**config.mk**
```make
export PLATFORM = sky130hd
export DESIGN_NAME = imem_fetch_unit
export DESIGN_NICKNAME = d
export VERILOG_FILES = /design/src/rtl/imem_fetch_unit.sv
export SDC_FILE = /design/constraint.sdc
export NUM_CORES = 1
export LEC_CHECK = 0
export ABC_AREA = 1
export BUFFER_PORTS_ARGS = -buffer_cell sky130_fd_sc_hd__buf_2
export CAP_MARGIN = 20
export CORE_MARGIN = 5
export CORE_UTILIZATION = 27
export DETAILED_ROUTE_END_ITERATION = 10
export SETUP_SLACK_MARGIN = 0.1
export SLEW_MARGIN = 20
export SYNTH_ARGS = -nofsm -noshare
export SYNTH_HDL_FRONTEND = slang
export SYNTH_SLANG_ARGS = --single-unit
```
**constraint.sdc**
```tcl
create_clock -name clk -period 2.4 [get_ports clk]
set_clock_uncertainty 0.15 [all_clocks]
set_input_delay 0.24 -clock clk [delete_from_list [all_inputs] [get_ports clk]]
set_output_delay 0.24 -clock clk [all_outputs]
set_load 0.03 [all_outputs]
```
**src/rtl/imem_fetch_unit.sv**
```systemverilog
// rtl/imem_fetch_unit.sv - instruction fetch unit with 2-entry {pc, instr} buffer
//
// Optional feature macro: FETCH_ALIGN_CHECK_EN
//   defined   : a misaligned redirect target raises a sticky fault, flushes the
//               buffer and halts fetching (fetch_pc left unchanged) until reset.
//   undefined : redirect targets are forced word-aligned and fault reads 0.

module imem_fetch_unit #(
    parameter logic [31:0] RESET_PC = 32'h0000_0000
) (
    input  logic        clk,
    input  logic        reset,
    output logic [31:0] imem_addr,
    input  logic [31:0] imem_rd,
    input  logic        redirect_valid,
    input  logic [31:0] redirect_pc,
    output logic        out_valid,
    input  logic        out_ready,
    output logic [31:0] out_instr,
    output logic [31:0] out_pc,
    output logic [31:0] out_pc_plus8,
    output logic        fault
);

    // Fetch address register.
    logic [31:0] fetch_pc_q, fetch_pc_d;

    // Buffer storage: entry 0 is always the head, entry 1 the tail.
    logic [31:0] pc0_q, pc0_d;
    logic [31:0] instr0_q, instr0_d;
    logic [31:0] pc1_q, pc1_d;
    logic [31:0] instr1_q, instr1_d;
    logic [1:0]  count_q, count_d;

    // Handshake / control decode.
    logic        pop;
    logic        push;
    logic        full;
    logic        wr_entry1;
    logic        misaligned;
    logic        halted;
    logic [31:0] redirect_target;

`ifdef FETCH_ALIGN_CHECK_EN
    logic fault_q, fault_d;

    assign misaligned      = redirect_valid && (redirect_pc[1:0] != 2'b00);
    assign redirect_target = redirect_pc;
    assign halted          = fault_q;
    assign fault           = fault_q;

    // Sticky fault: set by a misaligned redirect, only reset clears it.
    always_comb begin
        fault_d = fault_q;
        if (misaligned) begin
            fault_d = 1'b1;
        end
    end

    // Fault flag register.
    always_ff @(posedge clk) begin
        if (reset) begin
            fault_q <= 1'b0;
        end else begin
            fault_q <= fault_d;
        end
    end
`else
    assign misaligned      = 1'b0;
    assign redirect_target = redirect_pc & 32'hFFFF_FFFC;
    assign halted          = 1'b0;
    assign fault           = 1'b0;
`endif

    assign full = (count_q == 2'd2);
    assign pop  = out_valid && out_ready;

    // A fetch is captured only when nothing is redirecting the stream, fetching
    // is not halted, and there is room (a same-cycle pop frees the head slot).
    assign push = !redirect_valid && !halted && (!full || pop);

    // The new entry lands at index (count - pop): after a pop the old tail has
    // already shifted into the head slot.
    assign wr_entry1 = (count_q == 2'd2 && pop) || (count_q == 2'd1 && !pop);

    // Next-state for fetch_pc and the buffer; redirect overrides push and pop.
    always_comb begin
        fetch_pc_d = fetch_pc_q;
        pc0_d      = pc0_q;
        instr0_d   = instr0_q;
        pc1_d      = pc1_q;
        instr1_d   = instr1_q;
        count_d    = count_q;

        if (redirect_valid) begin
            count_d = 2'd0;
            if (!misaligned) begin
                fetch_pc_d = redirect_target;
            end
        end else begin
            if (pop) begin
                pc0_d    = pc1_q;
                instr0_d = instr1_q;
            end
            if (push) begin
                fetch_pc_d = fetch_pc_q + 32'd4;
                if (wr_entry1) begin
                    pc1_d    = fetch_pc_q;
                    instr1_d = imem_rd;
                end else begin
                    pc0_d    = fetch_pc_q;
                    instr0_d = imem_rd;
                end
            end
            count_d = count_q + {1'b0, push} - {1'b0, pop};
        end
    end

    // State registers with synchronous reset.
    always_ff @(posedge clk) begin
        if (reset) begin
            fetch_pc_q <= RESET_PC;
            pc0_q      <= 32'h0;
            instr0_q   <= 32'h0;
            pc1_q      <= 32'h0;
            instr1_q   <= 32'h0;
            count_q    <= 2'd0;
        end else begin
            fetch_pc_q <= fetch_pc_d;
            pc0_q      <= pc0_d;
            instr0_q   <= instr0_d;
            pc1_q      <= pc1_d;
            instr1_q   <= instr1_d;
            count_q    <= count_d;
        end
    end

    // Output view of the head entry; zeros while the buffer is empty.
    always_comb begin
        imem_addr    = fetch_pc_q;
        out_valid    = (count_q != 2'd0);
        out_pc       = out_valid ? pc0_q : 32'h0;
        out_instr    = out_valid ? instr0_q : 32'h0;
        out_pc_plus8 = out_pc + 32'd8;
    end

endmodule
```
==> impl_metrics.ini <==
[global_route]
antenna_found_initial = 0
grt_pass1_wl_um = 53100
grt_overflow = 0
grt_max_degree = 74
first_global_vias = 9539
grt_use_total_pct = 18.1

[sta]
min_period_ns = 2.49
timing.final.crit_share_pct = 104
tightest_slew_ns = 0.535
drv_slew = 0
hold_viol = 0
fmax_ghz = 0.402
worst_slack_ns = -0.0887
maxSlewHeadroom_pct = 64.4
rsz0062_at_grt = true
hold_slack_ns = 0.0188
finalSetupViolations = 22

[detailed_routing]
drt-pass1-iter-count = 6
via_per_inst = 4.80
vias = 10091
wirelength_um = 34400
ant_nets = 0
drc_errors = 0
drt-initial-drc-count = 789
wl_per_cell_um = 16.4

[place]
dpl_cell_area_um2 = 10600
port_buffers = 192
gp_congestion = 0.884
place_hpwl_um = 24300

[worst_hold_path]
hold_class = input pin to flip-flop

[power_and_ir_drop]
ir_worst_vdd_v = 0.000495
leakage_nw = 5.60
power_mw = 6.91
power_per_cell_area_nw_per_um2 = 550

[critical_path]
cp_max_fo = 5
end_kind = output pin
required_ns = 2.01
worstSetupPathType = flip-flop to output pin
worstPathArrival_ns = 2.10
cp-start-kind = flip-flop

[floorplan]
die_y_um = 192
initial_utilization_pct = 27.5
die-area_um2 = 36900
die_x_um = 192
ios = 198
rows = 66
core_area_um2 = 32600

[clock_network]
htree_levels = 4
cts_tree = yes
ctsLongestPathBuffers = 2
numCtsBuffers = 17
clk_pin_slew_ns = 0.06
insertion_delay_ns = 0.42
root_buffer = clkbuf_16
clock-sinks = 158

[logic_synthesis]
synth-async-reset-ratio_pct = 0
netlist_instances = 1387
netlist_area_um2 = 8960
ys_ff_latch = 158
yosys_warnings = 0
ys_seq_area_share_pct = 35.3
ys.flop_type = dfxtp_1
synth-edff-count = 0
syn_area_per_cell_um2 = 6.46
ys_types = 39

[final_layout]
fin_nets = 1718
n_antenna_cell = 0
final_area_um2 = 12600
syn2layout_area_growth_pct = 40.4
nFillCells = 3462
drive_gt1_share_pct = 27.1

[flow_run]
maxCapViolCount = 0

[status]
status = complete, but fails checks
violations = setup timing
cell type report:
class / instances / area, µm² / share of cell area, %
inverters: 140 / 528 / 4.20
repair buffers: 326 / 2370 / 18.8
clock inverters: 9 / 109 / 0.866
well taps: 442 / 553 / 4.40
clock buffers: 23 / 478 / 3.80
multi-input cells: 1004 / 5370 / 42.7
flip-flops and latches: 158 / 3170 / 25.2
cell families after synthesis:
group / synth area share (%)
simple gates: 33.7
compound gates: 17.6
buf+inv: 10.7
flops: 35.3
xor+xnor: 2.25
fa+ha+maj: 0.419
other cells: 0.0419
worst max-delay path: stages, from the launching register on:
cell	delay (ns)
dfxtp_4	0.37
nor2_4	0.06
buf_16	0.15
buf_12	0.14
nor2_8	0.14
nand2_4	0.08
nor2_4	0.14
nand3_2	0.12
nor2_2	0.15
nand2_1	0.06
nand2_1	0.07
nand2_2	0.06
buf_6	0.14
through the flow:
stage | utilization, % | cells | worst slack (ns) | TNS, ns
after floorplan | - | 1389 | -0.00966 | -0.0147
after global placement | 32.6 | 1985 | 0.151 | 0
after detailed placement | 32.6 | 1985 | 0.118 | 0
after CTS | 37.9 | 2097 | -0.133 | -1.79
after global routing | 38.5 | 2102 | -0.183 | -3.23
final | 38.5 | 2102 | -0.0887 | -0.900
sequential cells by signal, summed over array words and instances (netlist names):
signal     count
count_q        2
pc1_q         30
imem_addr     30
pc0_q         32
instr0_q      32
instr1_q      32
report_power, final:
group          switching (mW)  internal, mW  leakage (nW)  total [mW]
Clock                    1.11          1.62         0.284        2.73
Combinational           0.798         0.456          4.02        1.25
Sequential              0.137          2.79          1.30        2.93
what timing repair did:
action / 4_1_cts / 5_1_grt
gates resized for setup: 115 / 55
hold endpoints to repair: 74 / 0
buffers inserted: 36 / 6
gates cloned: 2 / 0
hold buffers: 42 / 0
setup endpoints to repair: 31 / 102
pin swaps: 51 / 39
synth_stat cells, types with 10 or more instances:
cell type  number  area [µm²]
a21oi_1        90         450
a31oi_1        20         125
buf_2          25         125
buf_4          11        82.6
clkbuf_1       46         173
dfxtp_1       158        3160
inv_1         132         495
nand2_1       300        1130
nand2_2        10        62.6
nand3_1       109         546
nand4_1        10        62.6
nor2_1        197         739
nor2_4         14         158
o21ai_0       158         791
o22ai_1        27         169
xor2_1         16         140
placed cells by master (no fill, tap or decap), types with 5 or more instances in the layout:
cell / Yosys / final
clkbuf_16: 0 / 17
nor3_4: 1 / 5
nor2_4: 14 / 32
nand3_2: 2 / 5
nand3_1: 109 / 104
inv_1: 132 / 127
buf_2: 25 / 164
xnor2_1: 7 / 5
xor2_1: 16 / 12
o22ai_1: 27 / 27
dfxtp_1: 158 / 154
buf_6: 2 / 28
nor2_1: 197 / 173
nor2_8: 5 / 5
inv_2: 8 / 12
a31oi_1: 20 / 20
nand4_1: 10 / 10
buf_12: 1 / 8
a21oi_1: 90 / 90
buf_4: 11 / 83
nand2_4: 2 / 20
nand2_1: 300 / 269
dlygate4sd3_1: 0 / 42
nand2_2: 10 / 23
o21ai_0: 158 / 157
nor2_2: 8 / 14
path summary, 6_finish.rpt:
check | startpoint | endpoint | slack [ns] | depth (start not counted)
max | count_q[0] | out_pc_plus8[29] | -0.09 | 12
min | redirect_pc[20] | imem_addr[20] | 0.02 | 5
max reg2reg | count_q[0] | pc0_q[4] | 0.24 | 10
min reg2reg | pc1_q[18] | pc1_q[18] | 0.31 | 2
layer usage:
metal | routed length, µm | global-route usage, % | share of wire [%] | vias up
li1 | - | - | - | 4996
met3 | 2630 | 3.49 | 7.6 | 35
met5 | 0 | 0 | 0 | -
met2 | 15200 | 27.6 | 44 | 347
met1 | 15900 | 25.9 | 46 | 4713
met4 | 622 | 5.05 | 1.8 | 0
Note: power is estimated with default switching activity, not from simulation.
